--- src/rtl/seqctl_pkg.sv ---
// Shared types and width helpers for the sequence-detector stream controller.
// Imported by the frame interface, the frame shifter and the controller top.
package seqctl_pkg;

    typedef enum logic [2:0] {
        S_IDLE,
        S_CLR,
        S_SHIFT,
        S_REPORT,
        S_GAP
    } state_t;

    localparam int FRAME_W_DEF = 24;
    localparam int CNT_W_DEF   = 5;
    localparam int GAP_DEF     = 1;

    function automatic int idx_w(input int frame_w);
        return ($clog2(frame_w) < 1) ? 1 : $clog2(frame_w);
    endfunction

    function automatic int gap_w(input int gap);
        return ($clog2(gap + 1) < 1) ? 1 : $clog2(gap + 1);
    endfunction

endpackage

--- src/rtl/seq_stream_ctrl_if.sv ---
// Frame handshake between a stimulus producer and the stream controller.
// frm_clr travels with frm_data and is sampled on the same accept edge.
interface seq_stream_ctrl_if
    import seqctl_pkg::*;
#(
    parameter int FRAME_W = FRAME_W_DEF
) ();
    logic [FRAME_W-1:0] frm_data;
    logic               frm_valid;
    logic               frm_ready;
    logic               frm_clr;

    modport master (
        output frm_data,
        output frm_valid,
        output frm_clr,
        input  frm_ready
    );

    modport slave (
        input  frm_data,
        input  frm_valid,
        input  frm_clr,
        output frm_ready
    );
endinterface

--- src/rtl/seq_frame_shifter.sv ---
// MSB-first frame shift register with a down-counting bit index.
// o_bit is the MSB this register will hold after the coming edge.
module seq_frame_shifter
    import seqctl_pkg::*;
#(
    parameter int FRAME_W = FRAME_W_DEF
) (
    input  logic               clk,
    input  logic               rst_n,
    input  logic               i_load,
    input  logic [FRAME_W-1:0] i_data,
    input  logic               i_shift_en,
    output logic               o_bit,
    output logic               o_last
);
    localparam int            IW      = idx_w(FRAME_W);
    localparam logic [IW-1:0] IDX_TOP = IW'(FRAME_W - 1);

    logic [FRAME_W-1:0] r_sreg;
    logic [IW-1:0]      r_idx;

    // Load a new frame or advance one bit; index counts bits still to go.
    always_ff @(posedge clk or negedge rst_n) begin
        if (!rst_n) begin
            r_sreg <= '0;
            r_idx  <= '0;
        end else if (i_load) begin
            r_sreg <= i_data;
            r_idx  <= IDX_TOP;
        end else if (i_shift_en) begin
            r_sreg <= {r_sreg[FRAME_W-2:0], 1'b0};
            r_idx  <= r_idx - 1'b1;
        end
    end

    // Look-ahead bit so the caller can register it as det_x directly.
    always_comb begin
        o_bit = r_sreg[FRAME_W-1];
        unique case (1'b1)
            i_load:     o_bit = i_data[FRAME_W-1];
            i_shift_en: o_bit = r_sreg[FRAME_W-2];
            default:    o_bit = r_sreg[FRAME_W-1];
        endcase
    end

    assign o_last = (r_idx == '0);

endmodule

--- src/rtl/seq_stream_ctrl.sv ---
// Sequences a bit-serial detector: shifts a frame onto det_x MSB-first,
// counts det_z pulses with saturation and reports the count per frame.
module seq_stream_ctrl
    import seqctl_pkg::*;
#(
    parameter int FRAME_W = FRAME_W_DEF,
    parameter int CNT_W   = CNT_W_DEF,
    parameter int GAP     = GAP_DEF
) (
    input  logic               clk,
    input  logic               rst_n,
    seq_stream_ctrl_if.slave   frm,
    output logic               det_x,
    output logic               det_clr,
    input  logic               det_z,
    output logic [CNT_W-1:0]   match_cnt,
    output logic               match_valid,
    output logic               overflow,
    output logic               busy
);
    localparam int               GW      = gap_w(GAP);
    localparam logic [GW-1:0]    GAP_LD  = (GAP > 0) ? GW'(GAP - 1) : '0;
    localparam logic [CNT_W-1:0] CNT_MAX = '1;

    state_t           r_state;
    logic [GW-1:0]    r_gap;
    logic [CNT_W-1:0] r_cnt;
    logic             r_ovf;
    logic             r_det_x;
    logic             r_det_clr;
    logic             r_mv;
    logic             r_ready;
    logic             r_busy;

    logic w_accept;
    logic w_shift;
    logic w_bit;
    logic w_last;

    assign w_accept = (r_state == S_IDLE) & r_ready & frm.frm_valid;
    assign w_shift  = (r_state == S_SHIFT) & ~w_last;

    seq_frame_shifter #(
        .FRAME_W (FRAME_W)
    ) u_shf (
        .clk        (clk),
        .rst_n      (rst_n),
        .i_load     (w_accept),
        .i_data     (frm.frm_data),
        .i_shift_en (w_shift),
        .o_bit      (w_bit),
        .o_last     (w_last)
    );

    // Frame FSM with registered handshake, detector and report outputs.
    always_ff @(posedge clk or negedge rst_n) begin
        if (!rst_n) begin
            r_state   <= S_IDLE;
            r_gap     <= '0;
            r_cnt     <= '0;
            r_ovf     <= 1'b0;
            r_det_x   <= 1'b0;
            r_det_clr <= 1'b0;
            r_mv      <= 1'b0;
            r_ready   <= 1'b0;
            r_busy    <= 1'b0;
        end else begin
            r_det_x   <= 1'b0;
            r_det_clr <= 1'b0;
            r_mv      <= 1'b0;
            unique case (r_state)
                S_IDLE: begin
                    r_ready <= 1'b1;
                    r_busy  <= 1'b0;
                    if (w_accept) begin
                        r_cnt   <= '0;
                        r_ovf   <= 1'b0;
                        r_ready <= 1'b0;
                        r_busy  <= 1'b1;
                        if (frm.frm_clr) begin
                            r_state   <= S_CLR;
                            r_det_clr <= 1'b1;
                        end else begin
                            r_state <= S_SHIFT;
                            r_det_x <= w_bit;
                        end
                    end
                end
                S_CLR: begin
                    r_state <= S_SHIFT;
                    r_det_x <= w_bit;
                end
                S_SHIFT: begin
                    if (det_z) begin
                        if (r_cnt == CNT_MAX) begin
                            r_ovf <= 1'b1;
                        end else begin
                            r_cnt <= r_cnt + 1'b1;
                        end
                    end
                    if (w_last) begin
                        r_state <= S_REPORT;
                        r_mv    <= 1'b1;
                    end else begin
                        r_det_x <= w_bit;
                    end
                end
                S_REPORT: begin
                    if (GAP > 0) begin
                        r_state <= S_GAP;
                        r_gap   <= GAP_LD;
                    end else begin
                        r_state <= S_IDLE;
                        r_ready <= 1'b1;
                        r_busy  <= 1'b0;
                    end
                end
                S_GAP: begin
                    if (r_gap == '0) begin
                        r_state <= S_IDLE;
                        r_ready <= 1'b1;
                        r_busy  <= 1'b0;
                    end else begin
                        r_gap <= r_gap - 1'b1;
                    end
                end
                default: begin
                    r_state <= S_IDLE;
                end
            endcase
        end
    end

    assign frm.frm_ready = r_ready;
    assign det_x         = r_det_x;
    assign det_clr       = r_det_clr;
    assign match_cnt     = r_cnt;
    assign match_valid   = r_mv;
    assign overflow      = r_ovf;
    assign busy          = r_busy;

endmodule

--- src/flat_wrapper.sv ---
// flat-port wrapper written by rule: the top's interface ports become plain ports
module seq_stream_ctrl_flat import seqctl_pkg::*;
#(
    parameter int FRAME_W = FRAME_W_DEF,
    parameter int CNT_W   = CNT_W_DEF,
    parameter int GAP     = GAP_DEF
)
  (clk, rst_n, det_x, det_clr, det_z, match_cnt, match_valid, overflow, busy, frm_frm_data, frm_frm_valid, frm_frm_clr, frm_frm_ready);
  seq_stream_ctrl_if #(.FRAME_W(FRAME_W)) frm_i ();
  input  logic clk;
  input  logic rst_n;
  output logic det_x;
  output logic det_clr;
  input  logic det_z;
  output logic [CNT_W-1:0] match_cnt;
  output logic match_valid;
  output logic overflow;
  output logic busy;
  input wire logic [$bits(frm_i.frm_data)-1:0] frm_frm_data;
  input wire logic [$bits(frm_i.frm_valid)-1:0] frm_frm_valid;
  input wire logic [$bits(frm_i.frm_clr)-1:0] frm_frm_clr;
  output wire logic [$bits(frm_i.frm_ready)-1:0] frm_frm_ready;
  assign frm_i.frm_data = frm_frm_data;
  assign frm_i.frm_valid = frm_frm_valid;
  assign frm_i.frm_clr = frm_frm_clr;
  assign frm_frm_ready = frm_i.frm_ready;
  seq_stream_ctrl #(.FRAME_W(FRAME_W), .CNT_W(CNT_W), .GAP(GAP)) u_core (.clk(clk), .rst_n(rst_n), .frm(frm_i), .det_x(det_x), .det_clr(det_clr), .det_z(det_z), .match_cnt(match_cnt), .match_valid(match_valid), .overflow(overflow), .busy(busy));
endmodule
--- config.mk ---
export PLATFORM = sky130hd
export DESIGN_NAME = seq_stream_ctrl_flat
export DESIGN_NICKNAME = d
export VERILOG_FILES = /design/src/rtl/seqctl_pkg.sv /design/src/rtl/seq_stream_ctrl_if.sv /design/src/rtl/seq_frame_shifter.sv /design/src/rtl/seq_stream_ctrl.sv /design/src/flat_wrapper.sv
export SDC_FILE = /design/constraint.sdc
export NUM_CORES = 1
export LEC_CHECK = 0
export ABC_AREA = 1
export BUFFER_PORTS_ARGS = -buffer_cell sky130_fd_sc_hd__clkbuf_2
export CAP_MARGIN = 15
export CORE_UTILIZATION = 49
export CTS_CLUSTER_DIAMETER = 150
export DETAILED_ROUTE_END_ITERATION = 10
export GPL_TIMING_DRIVEN = 0
export PLACE_DENSITY = 0.81
export SETUP_SLACK_MARGIN = 0.2
export SYNTH_ARGS = -nofsm -noshare
export SYNTH_HDL_FRONTEND = slang
export SYNTH_SLANG_ARGS = --single-unit
--- constraint.sdc ---
create_clock -name clk -period 1.4 [get_ports clk]
set_input_delay 0.14 -clock clk [delete_from_list [all_inputs] [get_ports clk]]
set_output_delay 0.14 -clock clk [all_outputs]
set_load 0.02 [all_outputs]
==> PnR_summary.wiki, run 1 <==
{| class="wikitable"
! Metric !! Value
|-
| Result of the run || complete, but fails checks
|-
| Failing checks || setup timing
|-
| Total of warnings raised by yosys || 0
|-
| Number of instances in the synthesized netlist || 272
|-
| Die H || slightly below 70 um
|-
| Final standard cell area without fillers || 3460 um2
|-
| Placeable core region || 4090 um2
|-
| Post-detail-place hpwl || roughly 3300 um
|-
| Top cells by area, synth || sky130_fd_sc_hd__dfrtp_1 50%, sky130_fd_sc_hd__nand2_1 18%, sky130_fd_sc_hd__nand3_1 6.3%
|-
| Post-layout min period || 1570 ps
|-
| Required time at the endpoint of the critical path || 1580 ps
|-
| Share of synthesized area occupied by flip-flops and latches || 50.3%
|-
| Total Power Consumption || 9.26 mW
|-
| WL/cell || 19.3 um
|-
| Clock tree sinks || 43
|-
| Library cell contributing the largest single delay on the critical path || sky130_fd_sc_hd__dfrtp_1
|-
| Maximum vdd ir drop || 0.00186 V
|-
| CTS HTree Levels || 2
|-
| Instance area after placement || 2460 um2
|-
| Top cells by instance count after synthesis || 102 x sky130_fd_sc_hd__nand2_1, 43 x sky130_fd_sc_hd__dfrtp_1, 27 x sky130_fd_sc_hd__nand3_1
|-
| Port bufs || 39
|-
| Most instantiated library cell after synthesis || sky130_fd_sc_hd__nand2_1
|-
| Maximum fanout along the worst path || 5
|-
| GPL Wtd Cong || 0.796
|-
| Met3 global-route usage || 6.67%
|-
| Number of maximum-capacitance constraint violations || 0
|-
| Area share of the largest cell type after synthesis || between 50% and 60%
|-
| Number of enable-type register cells in the synthesized netlist || 0
|-
| PwrDens || approximately 2700 nW/um2
|-
| Layout filler cell count || between 200 and 250
|-
| Area delta synth->final || 61.8%
|-
| Share of synthesized cell area in and, or, nand and nor gates || 36.5%
|-
| Worst slack after detailed placement || -218 ps
|-
| Fraction of the mapped netlist area in compound gates || 2.81%
|-
| Maximum clock insertion buffer count || 2
|-
| Transition time at the pin with the least slew margin || 306 ps
|-
| Clock transition at the registers of the reported paths || 100 ps
|-
| DRT Pass-1 Iters || 4
|-
| Overall fraction of global-route tracks in use || a little under a third
|-
| Ratio of final minimum period to clock period || 112%
|-
| Leakage component of the power || 1.85 nW
|-
| Fraction of registers with async set or reset after synthesis || between 90% and 100%
|-
| Kind of start point of the critical path || register
|-
| Proportion of synthesized area in mux cells || 0%
|-
| DRT Wirelength || between 7000 and 8000 um
|-
| Antenna diode instance count || 0
|-
| Combined buffer and inverter count along the critical path || 4
|-
| Minimum hold slack || roughly 48 ps
|-
| Setup violations, final || 36
|-
| Highest clock frequency the design can meet || 637 MHz
|-
| Met2 global-route usage || 54.0%
|-
| Classification of the worst-slack hold path || primary input to register
|-
| Crit-path cells || inv_2, ha_4, inv_2, nor2_4, nand2_4, nand2_4, nand2_8, clkinv_8, buf_16, nand2_4, nand3_2
|-
| TritonCTS clock tree || yes
|-
| Dominant cell type by area after synthesis || sky130_fd_sc_hd__dfrtp_1
|-
| Pin count of the biggest net entering global routing || 44
|-
| Root Driver || sky130_fd_sc_hd__clkbuf_8
|-
| Antenna violations before repair || 0
|-
| Cell type group with the largest total delay on the critical path || simple AND/OR/NAND/NOR gates
|-
| Largest family of logic cells by synthesized area || simple AND/OR/NAND/NOR gates
|-
| Post-Syn Area per Cell || 7.87 um2
|-
| Post-synthesis share of cell area spent on xor and xnor gates || between 1 and 1.5%
|-
| First-pass GRT wire length || 10300 um
|-
| DRC violations left || 0
|-
| Total number of vias || 2340
|-
| Peak-usage layer in the global routing report || met2
|-
| Unrepaired setup endpoints after global routing || true
|-
| Nets || 381
|-
| Proportion of layout cells with a drive suffix above 1 || 53.0%
|-
| Post-detailed-route via-to-cell ratio || 5.86
|-
| Die extent in x || 68.1 um
|-
| Count of antenna-violating nets left after detailed routing || 0
|-
| I/O pin cnt || 40
|-
| Delay of the slowest critical-path stage || slightly below 400 ps
|-
| Site row count || 23
|-
| Synth unique cells || 22
|-
| Synth Register Bits || 43
|-
| Final instance count without filler cells || 399
|-
| Cell mode on critical path || sky130_fd_sc_hd__nand2_4
|-
| DR iter-0 viols || 177
|-
| Number of global-route vias before repair || ~2200
|-
| Worst-case clock skew || 16.4 ps
|-
| Syn_nets || around 310
|-
| Met1 track demand over resource || 34.5%
|-
| Number of buffers created by CTS || 5
|-
| Category of the critical setup timing path || register to register
|-
| Kind of end point of the critical path || register
|-
| Placed Cells incl. Taps || roughly 360
|-
| Count of pins over their slew limit || 0
|-
| Starting Density || 52.4%
|-
| Synthesized-area fraction occupied by adder cells || 2.34%
|-
| Latest clock arrival within the worst-skew pair || 310 ps
|-
| Global-route congestion overflow total || 0
|-
| Worst path setup slack after routing || -170 ps
|-
| Flip-flop cell with the highest count after synthesis || sky130_fd_sc_hd__dfrtp_1
|-
| Final Hold Fails || 0
|-
| Total Die Area || 4640 um2
|-
| Total standard cell area after synthesis || 2140 um2
|-
| Arrival time reported for the critical path endpoint || 1750 ps
|-
| Slew HR || roughly four fifths
|}
## stage by stage
stage | setup TNS [ps] | utilization, %
after CTS | -276 | 77.4
final | -3590 | 84.8
after global placement | -3920 | 60.1
after global routing | -4850 | 84.8
after detailed placement | -5120 | 60.1
after floorplan | -140 | -
## metal layers
layer / routed length, um / vias to the layer above
met3: 575 / 38
met1: 2820 / 1134
met2: 3960 / 143
met4: 349 / 0
li1: - / 1025
met5: 0 / -
## timing repair
action | 4_1_cts | 5_1_grt
hold buffers | 0 | 1
hold endpoints to repair | 0 | 43
cloned | 4 | 0
setup buffers | 21 | 3
resized for setup | 92 | 60
pin swaps | 22 | 10
setup endpoints to repair | 42 | 42
## flip-flops by register name, indices dropped and copies added (netlist names)
name                  flops
u_core.overflow           1
u_core.frm.frm_ready      1
u_core.det_x              1
u_core.match_cnt          5
u_core.r_state            3
u_core.det_clr            1
u_core.u_shf.r_idx        5
u_core.match_valid        1
u_core.busy               1
u_core.u_shf.r_sreg      24
## cells by family (layout without fill, tap and decap cells)
logic type / count (synthesis) / in the layout
flops: 43 / 43
xor+xnor: 3 / 3
fa+ha+maj: 4 / 4
simple gates: 178 / 178
buf+inv: 32 / 109
compound gates: 12 / 12
## path summary, 6_finish.rpt
path                                             from                      end  slack (ps)  cells past startpoint
min in group asynchronous                       rst_n           u_core.det_clr         220                      2
worst max-delay path            u_core.u_shf.r_idx[1]   u_core.u_shf.r_sreg[2]        -170                     11
worst min-delay path                 frm_frm_data[15]  u_core.u_shf.r_sreg[15]          50                      3
max in group asynchronous                       rst_n        u_core.r_state[0]         730                      3
worst min register to register            u_core.busy              u_core.busy         480                      2
worst max register to register  u_core.u_shf.r_idx[1]   u_core.u_shf.r_sreg[2]        -170                     11
## worst register-to-register path, cell delays in order, from the launching register on
cell                       delay [ps]
sky130_fd_sc_hd__dfrtp_1          390
sky130_fd_sc_hd__inv_2             80
sky130_fd_sc_hd__ha_4             170
sky130_fd_sc_hd__inv_2             60
sky130_fd_sc_hd__nor2_4            40
sky130_fd_sc_hd__nand2_4           90
sky130_fd_sc_hd__nand2_4           80
sky130_fd_sc_hd__nand2_8          130
sky130_fd_sc_hd__clkinv_8         100
sky130_fd_sc_hd__buf_16           160
sky130_fd_sc_hd__nand2_4           60
sky130_fd_sc_hd__nand3_2          100
## cell type report
| class | instances | area, um2 | share of cell area [%] |
|---|---|---|---|
| buffer | 10 | 145 | 4.19 |
| clock buffer | 6 | 72.6 | 2.10 |
| clock inverter | 2 | 60.1 | 1.73 |
| inverter | 22 | 95.1 | 2.75 |
| multi-input combinational | 197 | 1380 | 39.9 |
| sequential | 43 | 1080 | 31.2 |
| tap | 50 | 62.6 | 1.81 |
| timing repair buffer | 69 | 564 | 16.3 |
## cell usage in the layout, fill, tap and decap left out, types with 2 or more instances in the layout
cell	count
sky130_fd_sc_hd__o21ai_1	4
sky130_fd_sc_hd__dfrtp_1	39
sky130_fd_sc_hd__buf_6	9
sky130_fd_sc_hd__buf_16	2
sky130_fd_sc_hd__nand2_4	23
sky130_fd_sc_hd__buf_12	5
sky130_fd_sc_hd__inv_2	8
sky130_fd_sc_hd__xor2_1	3
sky130_fd_sc_hd__clkbuf_8	7
sky130_fd_sc_hd__nand3_1	4
sky130_fd_sc_hd__nand3_4	3
sky130_fd_sc_hd__nor2_1	13
sky130_fd_sc_hd__buf_8	6
sky130_fd_sc_hd__o21ai_0	4
sky130_fd_sc_hd__nor2_4	7
sky130_fd_sc_hd__dfrtp_2	4
sky130_fd_sc_hd__clkbuf_2	39
sky130_fd_sc_hd__o21ai_2	2
sky130_fd_sc_hd__nand4_1	16
sky130_fd_sc_hd__bufinv_16	2
sky130_fd_sc_hd__ha_4	3
sky130_fd_sc_hd__inv_1	13
sky130_fd_sc_hd__nand2_2	19
sky130_fd_sc_hd__nand3_2	21
sky130_fd_sc_hd__nor2_2	6
sky130_fd_sc_hd__buf_4	14
sky130_fd_sc_hd__nand2_1	63
## power breakdown
part / internal, mW / switching [mW]
clock network: 0.714 / 0.463
logic: 2.59 / 3.23
registers: 1.73 / 0.533
total: 5.04 / 4.22
Note: power is estimated with default switching activity, not from simulation.
==> run 2, diff against run 1 <==
--- a/config.mk
+++ b/config.mk
@@ -9,6 +9,7 @@
 export BUFFER_PORTS_ARGS = -buffer_cell sky130_fd_sc_hd__clkbuf_2
 export CAP_MARGIN = 15
 export CORE_UTILIZATION = 49
+export CTS_BUF_LIST = sky130_fd_sc_hd__clkbuf_8 sky130_fd_sc_hd__clkbuf_16
 export CTS_CLUSTER_DIAMETER = 150
 export DETAILED_ROUTE_END_ITERATION = 10
 export GPL_TIMING_DRIVEN = 0
@@ -16,4 +17,5 @@
 export SETUP_SLACK_MARGIN = 0.2
 export SYNTH_ARGS = -nofsm -noshare
 export SYNTH_HDL_FRONTEND = slang
+export SYNTH_HIERARCHICAL = 1
 export SYNTH_SLANG_ARGS = --single-unit
==> run 2 against run 1 <==
The run still ends with setup timing left. Routed wire length decreased by 32%. Setup slack got worse by 17 ps. Utilization decreased by 8.4 points. Synthesized area decreased by 1.7%. Combinational power decreased by 33%. Critical path type unchanged. Highest routed layer unchanged.
==> PnR_summary.wiki, run 2 <==
{| class="wikitable"
! Metric !! Value
|-
| Result of the run || complete, but fails checks
|-
| Failing checks || setup timing
|-
| Most instantiated library cell after synthesis || sky130_fd_sc_hd__nand2_1
|-
| Instance area after placement || 2410 um2 (-1.9%)
|-
| Setup violations, final || 34 (-5.6%)
|-
| Slew HR || 76.6% (-2.9 points)
|-
| Number of buffers created by CTS || 5 (unchanged)
|-
| DRT Pass-1 Iters || 7 (+3)
|-
| Global-route congestion overflow total || 0 (unchanged)
|-
| Number of enable-type register cells in the synthesized netlist || 0 (unchanged)
|-
| Antenna violations before repair || 0 (unchanged)
|-
| Fraction of registers with async set or reset after synthesis || 100% (unchanged)
|-
| Port bufs || 39 (unchanged)
|-
| Share of synthesized area occupied by flip-flops and latches || 51.1% (+0.87 points)
|-
| Area delta synth->final || 47.3%
|-
| Post-detail-place hpwl || 2830 um (-13%)
|-
| Proportion of layout cells with a drive suffix above 1 || 49.7% (-3.3 points)
|-
| Placed Cells incl. Taps || 338 (-6.4%)
|-
| Final instance count without filler cells || 380 (-4.8%)
|-
| Number of instances in the synthesized netlist || 249 (-8.5%)
|-
| PwrDens || 2210 nW/um2 (-18%)
|-
| Total Die Area || 4560 um2 (-1.7%)
|-
| Crit-path cells || nor2_4, nand2_4, nor2_4, nor2_4, a22oi_2, nand2_2, nand3_1, nand3_1
|-
| Fraction of power spent switching nets || 42.4% (-3.2 points)
|-
| Number of global-route vias before repair || 1859 (-16%)
|-
| Count of antenna-violating nets left after detailed routing || 0 (unchanged)
|-
| Switching power of the nets || 2.90 mW (-31%)
|-
| Pin count of the biggest net entering global routing || 44 (unchanged)
|-
| Required time at the endpoint of the critical path || 1580 ps (about the same)
|-
| Total Power Consumption || 6.83 mW (-26%)
|-
| Worst setup path start || u_core/r_state[0]
|-
| I/O pin cnt || 40 (unchanged)
|-
| Final standard cell area without fillers || 3100 um2 (-11%)
|-
| Cell mode on critical path || sky130_fd_sc_hd__nor2_4
|-
| Transition time at the pin with the least slew margin || 351 ps (+45.0 ps)
|-
| Maximum clock insertion buffer count || 2 (unchanged)
|-
| Worst path setup slack after routing || -187 ps (-16.5 ps)
|-
| Nets || 361 (-5.2%)
|-
| Total of warnings raised by yosys || 6 (+6)
|-
| Commonest non-fill, non-tap cells in the layout || 71 x sky130_fd_sc_hd__nand2_1, 38 x sky130_fd_sc_hd__clkbuf_2, 38 x sky130_fd_sc_hd__dfrtp_1, 23 x sky130_fd_sc_hd__buf_4, 19 x sky130_fd_sc_hd__nand2_2
|-
| Internal power || 3.94 mW (-22%)
|-
| Classification of the worst-slack hold path || primary input to register
|-
| Kind of end point of the critical path || register
|-
| Library cell contributing the largest single delay on the critical path || sky130_fd_sc_hd__dfrtp_2
|-
| Maximum vdd ir drop || 0.00123 V (-34%)
|-
| Site row count || 23 (unchanged)
|-
| Ratio of final minimum period to clock period || 113% (+1.2 points)
|-
| Delay of the slowest critical-path stage || 460 ps (+70 ps)
|-
| Launch instance of the worst min-delay path || frm_frm_data[20]
|-
| Clock network power share || 12.6% (about the same)
|-
| Clock transition at the registers of the reported paths || 80 ps (-20 ps)
|-
| Post-layout min period || 1590 ps (+16.5 ps)
|-
| Final Hold Fails || 0 (unchanged)
|-
| Layout filler cell count || 275 (+32%)
|-
| Flip-flop cell with the highest count after synthesis || sky130_fd_sc_hd__dfrtp_1
|-
| Most common library cell in the layout ignoring fill and taps || sky130_fd_sc_hd__nand2_1
|-
| Unrepaired setup endpoints after global routing || true
|-
| Post-Syn Area per Cell || 8.45 um2 (+7.4%)
|-
| Post-detailed-route via-to-cell ratio || 5.14 (-12%)
|-
| Worst-case clock skew || 5.23 ps (-11.2 ps)
|-
| WL/cell || 13.8 um (-29%)
|-
| CTS HTree Levels || 2 (unchanged)
|-
| Synth Register Bits || 43 (unchanged)
|-
| Count of pins over their slew limit || 0 (unchanged)
|-
| Maximum fanout along the worst path || 5 (unchanged)
|-
| Number of maximum-capacitance constraint violations || 0 (unchanged)
|-
| Startpoint of the most critical register-to-register path || u_core/r_state[0]
|-
| Clock tree sinks || 43 (unchanged)
|-
| Top cells by area, synth || sky130_fd_sc_hd__dfrtp_1 51%, sky130_fd_sc_hd__nand2_1 16%, sky130_fd_sc_hd__nand3_1 6.9%
|-
| Overall fraction of global-route tracks in use || 23.8% (-6.8 points)
|-
| Dominant cell type by area after synthesis || sky130_fd_sc_hd__dfrtp_1
|-
| TritonCTS clock tree || yes
|-
| Placeable core region || 4060 um2 (-0.70%)
|-
| DRT Wirelength || 5240 um (-32%)
|-
| Arrival time reported for the critical path endpoint || 1760 ps (about the same)
|-
| Latest clock arrival within the worst-skew pair || 300 ps (about the same)
|-
| Category of the critical setup timing path || register to register
|-
| Largest register FFs || 24 (unchanged)
|-
| DRC violations left || 0 (unchanged)
|-
| First-pass GRT wire length || 8040 um (-22%)
|-
| Highest clock frequency the design can meet || 630 MHz (-1.0%)
|-
| Die H || 67.5 um (-0.83%)
|-
| Total number of vias || 1955 (-16%)
|-
| Antenna diode instance count || 0 (unchanged)
|-
| Synth unique cells || 24 (+9.1%)
|-
| DR iter-0 viols || 178 (+0.56%)
|-
| Combinational cell fraction of total power || 57.1% (-5.7 points)
|-
| Starting Density || 51.9% (-0.52 points)
|-
| Accumulated negative setup slack || -3140 ps (+454 ps)
|-
| Reg with most FFs || u_core/u_shf/r_sreg
|-
| Part of the power in registers || 30.3% (+5.8 points)
|-
| GPL Wtd Cong || 0.759 (-4.6%)
|-
| Die extent in x || 67.5 um (-0.83%)
|-
| Root Driver || sky130_fd_sc_hd__clkbuf_8
|-
| Total standard cell area after synthesis || 2100 um2 (-1.7%)
|-
| Area share of the largest cell type after synthesis || 51.1% (+0.87 points)
|-
| Top cells by instance count after synthesis || 91 x sky130_fd_sc_hd__nand2_1, 43 x sky130_fd_sc_hd__dfrtp_1, 29 x sky130_fd_sc_hd__nand3_1
|-
| Syn_nets || 281 (-7.9%)
|-
| Leakage component of the power || 1.60 nW (-13%)
|-
| Kind of start point of the critical path || register
|}
## run 2: layout make-up
| type | instances | area (um2) | share of cell area (%) |
|---|---|---|---|
| inverter | 22 | 105 | 3.39 |
| tap | 50 | 62.6 | 2.02 |
| clock inverter | 1 | 3.75 | 0.121 |
| sequential | 43 | 1080 | 34.9 |
| clock buffer | 7 | 96.3 | 3.11 |
| multi-input combinational | 177 | 1100 | 35.6 |
| timing repair buffer | 73 | 559 | 18.0 |
| buffer | 7 | 87.6 | 2.83 |
## run 2: routing by layer
metal / GRT usage [%] / routed length [um]
met2: 42.6 / 2790
met1: 27.7 / 2150
met5: 0 / 0
met4: 7.18 / 88
met3: 5.91 / 220
## run 2: path summary, 6_finish.rpt
check / cells past startpoint / slack, ps / endpoint
min: 3 / 60 / u_core/u_shf/r_sreg[20]
max in group asynchronous: 3 / 640 / u_core/r_state[0]
min reg2reg: 2 / 490 / u_core/u_shf/r_sreg[16]
min in group asynchronous: 2 / 270 / u_core/overflow
max: 8 / -190 / u_core/det_x
max reg2reg: 8 / -190 / u_core/det_x
## run 2: kinds of logic after synthesis
group,share of synthesized area (%)
AND/OR/NAND/NOR,35.5
flip-flops,51.1
buffers and inverters,6.96
AO/OA/AOI/OAI,4.64
adder cells (fa/ha/maj),1.78
## run 2: per-stage QoR
stage,hold WS (ps),util [%],setup slack [ps]
after CTS,46.5,69.2,-102
after detailed placement,361,59.4,-234
final,60.2,76.4,-187
after floorplan,-156,-,-44.4
after global placement,361,59.4,-229
after global routing,76.4,76.4,-247
## run 2: worst max-delay path: cells and delay by family (launching register included)
| kind | cells | cell delay, ps |
|---|---|---|
| AO/OA/AOI/OAI | 1 | 170 |
| AND/OR/NAND/NOR | 7 | 840 |
| flip-flops | 1 | 460 |
## run 2: power groups by stage
stage | registers, mW | logic, mW | clock network, mW
after floorplan | 2.06 | 1.90 | 0
after global placement | 2.04 | 2.41 | 0
after detailed placement | 2.05 | 2.46 | 0
after CTS | 2.02 | 3.19 | 0.882
after global routing | 2.12 | 4.27 | 0.928
final | 2.07 | 3.90 | 0.859
## run 2: timing repair
action | in CTS | in global routing
endpoints found under the hold margin | 0 | 12
cloned | 2 | 2
hold buffers | 0 | 1
pin swaps | 19 | 20
setup endpoints to repair | 37 | 43
buffers inserted | 20 | 8
resized for setup | 23 | 56
